[src/rtl/scan_7seg_ctrl.sv]
// Multiplexed active-low 7-segment scanner: per-frame input snapshot, leading-zero suppression, blanking, PWM dimming.
// Outputs are registered, one cycle behind the counter/snapshot state. There is no backpressure; inputs are sampled once per frame.
module scan_7seg_ctrl #(
  parameter int DIGITS      = 8,
  parameter int REFRESH_DIV = 1000,
  parameter int BRIGHT_W    = 4
) (
  input  logic                  clk,
  input  logic                  reset,
  input  logic [4*DIGITS-1:0]   nums,
  input  logic [DIGITS-1:0]     dot_in,
  input  logic [DIGITS-1:0]     blank_in,
  input  logic                  lz_en,
  input  logic [BRIGHT_W-1:0]   brightness,
  output logic [6:0]            seg,
  output logic [DIGITS-1:0]     an,
  output logic                  dp,
  output logic                  frame_tick
);

  localparam int SLOT_W = $clog2(DIGITS);
  localparam int PRE_W  = $clog2(REFRESH_DIV);

  logic [PRE_W-1:0]    pre_cnt;
  logic [SLOT_W-1:0]   slot;
  logic [BRIGHT_W-1:0] pwm_cnt;

  logic [4*DIGITS-1:0] nums_q;
  logic [DIGITS-1:0]   dot_q;
  logic [DIGITS-1:0]   blank_q;
  logic                lz_q;
  logic [BRIGHT_W-1:0] bright_q;

  logic                pre_wrap;
  logic                load;

  assign pre_wrap = (pre_cnt == PRE_W'(REFRESH_DIV - 1));
  assign load     = (slot == '0) && (pre_cnt == '0);

  always_ff @(posedge clk) begin
    if (reset) begin
      pre_cnt <= '0;
      slot    <= '0;
      pwm_cnt <= '0;
    end else begin
      pwm_cnt <= pwm_cnt + 1'b1;
      if (pre_wrap) begin
        pre_cnt <= '0;
        slot    <= (slot == SLOT_W'(DIGITS - 1)) ? '0 : slot + 1'b1;
      end else begin
        pre_cnt <= pre_cnt + 1'b1;
      end
    end
  end

  // Frame buffer: loads on the dark guard cycle of slot 0, so a frame is never torn.
  always_ff @(posedge clk) begin
    if (reset) begin
      nums_q   <= '0;
      dot_q    <= '0;
      blank_q  <= '0;
      lz_q     <= 1'b0;
      bright_q <= '0;
    end else if (load) begin
      nums_q   <= nums;
      dot_q    <= dot_in;
      blank_q  <= blank_in;
      lz_q     <= lz_en;
      bright_q <= brightness;
    end
  end

  // zero_from[k]: digit k and every digit above it are zero
  logic [DIGITS-1:0] zero_from;
  always_comb begin
    zero_from = '0;
    zero_from[DIGITS-1] = (nums_q[4*(DIGITS-1) +: 4] == 4'h0);
    for (int k = DIGITS - 2; k >= 0; k--) begin
      zero_from[k] = zero_from[k+1] && (nums_q[4*k +: 4] == 4'h0);
    end
  end

  logic [3:0]        cur_dig;
  logic              cur_dot;
  logic              cur_blank;
  logic              cur_supp;
  logic [DIGITS-1:0] an_sel;
  logic              lit;

  always_comb begin
    cur_dig   = '0;
    cur_dot   = 1'b0;
    cur_blank = 1'b0;
    cur_supp  = 1'b0;
    an_sel    = '1;
    for (int k = 0; k < DIGITS; k++) begin
      if (slot == SLOT_W'(k)) begin
        cur_dig   = nums_q[4*k +: 4];
        cur_dot   = dot_q[k];
        cur_blank = blank_q[k];
        cur_supp  = lz_q && (k != 0) && zero_from[k];
        an_sel[k] = 1'b0;
      end
    end
  end

  assign lit = !cur_blank && !cur_supp && (pre_cnt != '0) && (pwm_cnt <= bright_q);

  function automatic logic [6:0] decode(input logic [3:0] d);
    case (d)
      4'h0: decode = 7'h40;
      4'h1: decode = 7'h79;
      4'h2: decode = 7'h24;
      4'h3: decode = 7'h30;
      4'h4: decode = 7'h19;
      4'h5: decode = 7'h12;
      4'h6: decode = 7'h02;
      4'h7: decode = 7'h78;
      4'h8: decode = 7'h00;
      4'h9: decode = 7'h10;
      4'hA: decode = 7'h08;
      4'hB: decode = 7'h03;
      4'hC: decode = 7'h46;
      4'hD: decode = 7'h21;
      4'hE: decode = 7'h06;
      default: decode = 7'h0E;
    endcase
  endfunction

  always_ff @(posedge clk) begin
    if (reset) begin
      an         <= '1;
      seg        <= 7'h7F;
      dp         <= 1'b1;
      frame_tick <= 1'b0;
    end else begin
      frame_tick <= load;
      if (lit) begin
        an  <= an_sel;
        seg <= decode(cur_dig);
        dp  <= ~cur_dot;
      end else begin
        an  <= '1;
        seg <= 7'h7F;
        dp  <= 1'b1;
      end
    end
  end

endmodule

[config.mk]
export PLATFORM = sky130hd
export DESIGN_NAME = scan_7seg_ctrl
export DESIGN_NICKNAME = d
export VERILOG_FILES = /design/src/rtl/scan_7seg_ctrl.sv
export SDC_FILE = /design/constraint.sdc
export NUM_CORES = 1
export LEC_CHECK = 0
export CAP_MARGIN = 30
export CORE_ASPECT_RATIO = 0.8
export CORE_MARGIN = 2
export CORE_UTILIZATION = 23
export DETAILED_ROUTE_END_ITERATION = 8
export HOLD_SLACK_MARGIN = 0.15
export PLACE_DENSITY = 0.41
export SLEW_MARGIN = 20
export SYNTH_ARGS = -nofsm -noshare
export SYNTH_HDL_FRONTEND = slang
export SYNTH_SLANG_ARGS = --single-unit
export TNS_END_PERCENT = 20
[constraint.sdc]
create_clock -name clk -period 2.7 [get_ports clk]
set_input_delay 0.54 -clock clk [delete_from_list [all_inputs] [get_ports clk]]
set_output_delay 0.54 -clock clk [all_outputs]
set_load 0.03 [all_outputs]
Yosys cells after proc, flatten, opt, wreduce, memory -nomap -nowiden:

Memory sizes are Yosys's and may differ from the RTL's. A register that Yosys moved wholly into a read port is not among the register bits.
Cells that the tools add are included.

* latch bits: 0
* flip-flop bits (word level): 80
* RAM bits: 0
* bits in read-only memories: 112
* logic and storage cells: 97
* memories: 1
* input port bits: 55
* output and inout port bits: 17

* divide/modulo/power cells: 0
* shift-type cells: 0
* $mul: 0
* bitwise logic cells: 2
* reduce and logical (&&, ||, !) cells: 31
* muxes and demuxes: 40
* $add $sub $neg: 3
* eq/ne operators: 8
* $lt $le $gt $ge: 1

Memory list
* (name not given): words 16, width 7, read ports 1, clocked after memory_dff 1, write ports 0, RTL line 110 `case (d)`

Operators by type and width (count)
* $mux 4: 8
* $mux 1: 31
* $logic_not 4->1: 7
* $logic_and 1x1->1: 17
* $eq 3x3->1 const B: 4
* $add 10x1->10 const B: 1
* $eq 10x10->1 const B: 1
* $logic_not 10->1: 1
* $reduce_bool 10->1: 1
* $eq 3x2->1 const B: 2
* $add 4x1->4 const B: 1
* $le 4x4->1: 1
* $reduce_or 2->1: 2
* $add 3x1->3 const B: 1
* $eq 3x1->1 const B: 1
* $logic_not 3->1: 1
* $mux 3: 1
* $logic_not 1->1: 2
* $not 1->1: 2

Depth between registers and ports, before layout:

* word-level depth: 21
* gate-level depth with buffers: 15
* mapped depth without buffers: 13

Worst setup path after synthesis:

No wires, ideal clock.

* path kind: register -> register
* start point: register slot[2]
* end point: register seg[5]
* arrival: 2.512 ns
* required time: 2.577 ns
* path slack: 0.065 ns
* clock period less this slack: 2.635 ns
* stages on the path, launching flop included: 16
* setup time: 0.123 ns
* buffers on the path: 2
* cell sequence: dfxtp_1 buf_4 inv_1 buf_4 ha_1 nor2_2 o21ai_1 o211ai_2 a21oi_1 or3_1 nand2_1 inv_1 ha_1 mux2_1 nand2_1 o211ai_2

* cells in the longest elaborated chain, start to end: 15
* elaborated cells between the ends (all ways): 38
* classes of those cells: 7 x eq/ne; 23 x mux; 1 x bitwise; 7 x reduce/logical

RTL lines
* start: declaration: RTL line 25 `logic [SLOT_W-1:0] slot;`
* start signal: assignment: RTL line 49 `slot <= (slot == SLOT_W'(DIGITS - 1)) ? '0 : slot + 1'b1;`
* $logic_not 3->1: RTL line 97 `if (slot == SLOT_W'(k)) begin`
* $mux 1 (8 in series): RTL line 97
* $logic_not 1->1: RTL line 107 `assign lit = !cur_blank && !cur_supp && (pre_cnt != '0) && (pwm_cnt <= bright_q);`
* $logic_and 1x1->1 (3 in series): RTL line 107
* $not 1->1 (no line)
* $reduce_or 2->1 (no line)
* end: declaration: RTL line 15 `output logic [6:0] seg,`

Parallel ways exist; a longest one is shown, timed or not.
A chain may end at the register's enable or synchronous reset.

Final worst setup path:

* start point: register slot[0]
* end point: register seg[5]

Same word-level chain as after synthesis.

==> results.sh <==
export IMPL_status="completed"
export IMPL_reg2regPathDepth=11
export IMPL_netlist_instances=506
export IMPL_gp_congestion=0.783
export IMPL_post_drt_via_cell_ratio=4.47
export IMPL_cts_clk_slew_worst_paths_ns=0.06
export IMPL_row_count=43
export IMPL_worstSetupStartpoint="slot[0]"
export IMPL_synth_distinct_cells=59
export IMPL_ys_ff_latch=87
export IMPL_synth_flop_cell="dfxtp_1"
export IMPL_pwr_share_clk=0.379
export IMPL_die_area_um2=19000
export IMPL_async_reset_ff_frac=0
export IMPL_fin_util=0.317
export IMPL_finalCritPeriodShare=0.944
export IMPL_final_common_cell="nand2_1"
export IMPL_slew_viol_final=0
export IMPL_start_kind="flip-flop"
export IMPL_finalHoldViolCount=0
export IMPL_p_sw_frac=0.270
export IMPL_synth_top_area_frac=0.422
export IMPL_cap_violations=0
export IMPL_tns_ns=0
export IMPL_leakagePower_nw=2.10
export IMPL_place_ws_ns=0.0459
export IMPL_dpl_instance_area_um2=5090
export IMPL_finClkSkew_ns=0.00669
export IMPL_netlist_area_um2=4130
export IMPL_arrival_ns=2.78
export IMPL_yosys_warnings=0
export IMPL_finalWorstPathRequiredPeriod_ns=2.55
export IMPL_multiInputGateArea_um2=2210
export IMPL_initial_core_util=0.237
export IMPL_rr_endpoint="seg[5]"
export IMPL_syn2layout_area_growth_pct=33.7
export IMPL_antenna_found_initial=0
export IMPL_layout_setup_ws_ns=0.151
export IMPL_overflow=0
export IMPL_worst_slew_pin_slew_ns=0.586
export IMPL_clock_sinks=87
export IMPL_io_buffers=71
export IMPL_syn_area_per_cell_um2=8.16
export IMPL_r2r_slack_ns=0.15
export IMPL_ir_worst_vdd_uv=268
export IMPL_remaining_drc_errors=0
export IMPL_die_h_um=124
export IMPL_critical_path_reg2reg_startpoint="slot[0]"
export IMPL_critical_path_max_stage_delay_ns=0.37
export IMPL_vias=3641
export IMPL_io_pin_count=72
export IMPL_p_total_mw=3.27
export IMPL_grt_start_max_net_pins=55
export IMPL_setup_viol=0
export IMPL_grt_pass1_wl_um=18700
export IMPL_fin_nets=658
export IMPL_dpl_hpwl_um=8370
export IMPL_fin_area_um2=5520
export IMPL_drtAntennaViolNets=0
export IMPL_required_ns=2.93
export IMPL_synth_edf_count=0
export IMPL_grt_pass1_vias=3663
export IMPL_insertion_delay_ns=0.34
export IMPL_post_synth_main_area_contributors="dfxtp_1, nand2_1, a21oi_1, ha_1, nor2_1"
export IMPL_clock_path_buffers=2
export IMPL_cts_root_buf="clkbuf_16"
export IMPL_yosys_area_top_type="dfxtp_1"
export IMPL_stdcell_count=814
export IMPL_grtUsageTotal=0.126
export IMPL_p_comb_frac=0.178
export IMPL_seq_power_share=0.444
export IMPL_die_w_um=154
export IMPL_cp_cell_sequence="ha_2 > ha_4 > a211o_1 > a21oi_2 > o22ai_2 > a221o_1 > a21boi_4 > ha_1 > mux2_1 > nand2_1 > o211ai_2"
export IMPL_p_per_area_nw_per_um2=593
export IMPL_hp_start="bright_q[0]"
export IMPL_fillers=1900
export IMPL_postCtsHoldBufs=0
export IMPL_cts_buffers=9
export IMPL_regArea_um2=1750
export IMPL_end_kind="flip-flop"
export IMPL_wl_um=11600
export IMPL_cp_slowest_cell="dfxtp_4"
export IMPL_hold_ws_ns=0.461
export IMPL_ys_seq_area_frac=0.422
export IMPL_drt_initial_drc_count=164
export IMPL_max_freq_ghz=0.392
export IMPL_dr_pass1_iters=4
export IMPL_n_antenna_cell=0
export IMPL_worst_setup_path_type="reg2reg"
export IMPL_hold_path_class="reg2reg"
export IMPL_post_drt_wl_per_cell_um=14.3
export IMPL_syn_num_nets=580
export IMPL_post_place_cells=792
export IMPL_p_int_mw=2.39
export IMPL_crit_fanout=5
export IMPL_cp_endpoint="seg[5]"
export IMPL_final_cell_mix="nand2_1, dfxtp_1, a21oi_1"
export IMPL_cts_tree="done"
export IMPL_final_layout_size_suffix_gt1_frac=0.127
export IMPL_core_area_um2=17400
export IMPL_p_sw_mw=0.883
export IMPL_relSlewSlack=0.609
export IMPL_htreeDepth=3
final cells by class:
class	instances	area share
Clock inverter	3	0.00771
Timing Repair Buffer	99	0.167
Tap cell	225	0.0510
Sequential cell	87	0.316
Inverter	19	0.0129
Multi-Input combinational cell	368	0.400
Clock buffer	13	0.0453
registers in the layout, summed over array words and instances, names as in the netlist:
register,cells
slot,3
frame_tick,1
nums_q,32
pwm_cnt,4
blank_q,8
dp,1
seg,7
lz_q,1
bright_q,4
dot_q,8
an,8
pre_cnt,10
cell families after synthesis:
logic type      share of synthesized area
simple gates                        0.243
xor+xnor                           0.0212
buf+inv                            0.0649
flops                               0.422
mux                                0.0100
compound gates                      0.182
fa+ha+maj                          0.0576
synth_stat cells, drive strengths merged (2+ instances only):
library cell  instances
nand2               129
dfxtp                87
a21oi                73
nor2                 31
ha                   19
inv                  19
buf                  17
clkbuf               15
o21ai                13
nand3                11
nand2b                7
nor3                  7
o211ai                7
xnor2                 7
and3                  6
nor2b                 5
nand3b                4
nor4                  4
a211oi                3
a32oi                 3
mux2i                 3
nand4                 3
o221ai                3
o22ai                 3
xor2                  3
a221oi                2
a22oi                 2
nor3b                 2
o311ai                2
o41ai                 2
worst min path at each step:
stage             endpoint  slack (ns)  cells after the start
2_1_floorplan   pre_cnt[0]        0.43                      1
3_3_place_gp    pre_cnt[0]        0.44                      1
3_5_place_dp   bright_q[3]        0.45                      2
4_1_cts         blank_q[6]        0.46                      2
5_1_grt         blank_q[6]        0.48                      2
6_report       bright_q[0]        0.46                      2
critical path: cells and delay by family (launching register included):
kind | cells | cell delay [ns]
AOI/OAI and AO/OA | 6 | 1.07
adders and majority gates | 3 | 0.61
DFF | 1 | 0.37
muxes | 1 | 0.29
and+or+nand+nor | 1 | 0.08
power groups by stage:
stage	logic [mW]	registers (mW)	clock network, mW
floorplan	0.331	1.49	0
global placement	0.565	1.48	0
detailed placement	0.569	1.48	0
CTS	0.572	1.45	1.28
global route	0.653	1.46	1.34
finish	0.582	1.45	1.24
per-layer routing:
| layer | up-vias | global-route usage | wire length [µm] |
|---|---|---|---|
| met5 | - | 0 | 0 |
| met4 | 0 | 0.0378 | 90 |
| met3 | 9 | 0.0338 | 463 |
| met2 | 68 | 0.194 | 4980 |
| met1 | 1690 | 0.173 | 6070 |
| li1 | 1874 | - | - |
timing repair:
item,4_1_cts,5_1_grt
gates resized for setup,0,20
setup endpoints to repair,0,16
buffers inserted,0,6
No activity file was read; power rests on OpenSTA's default activity.
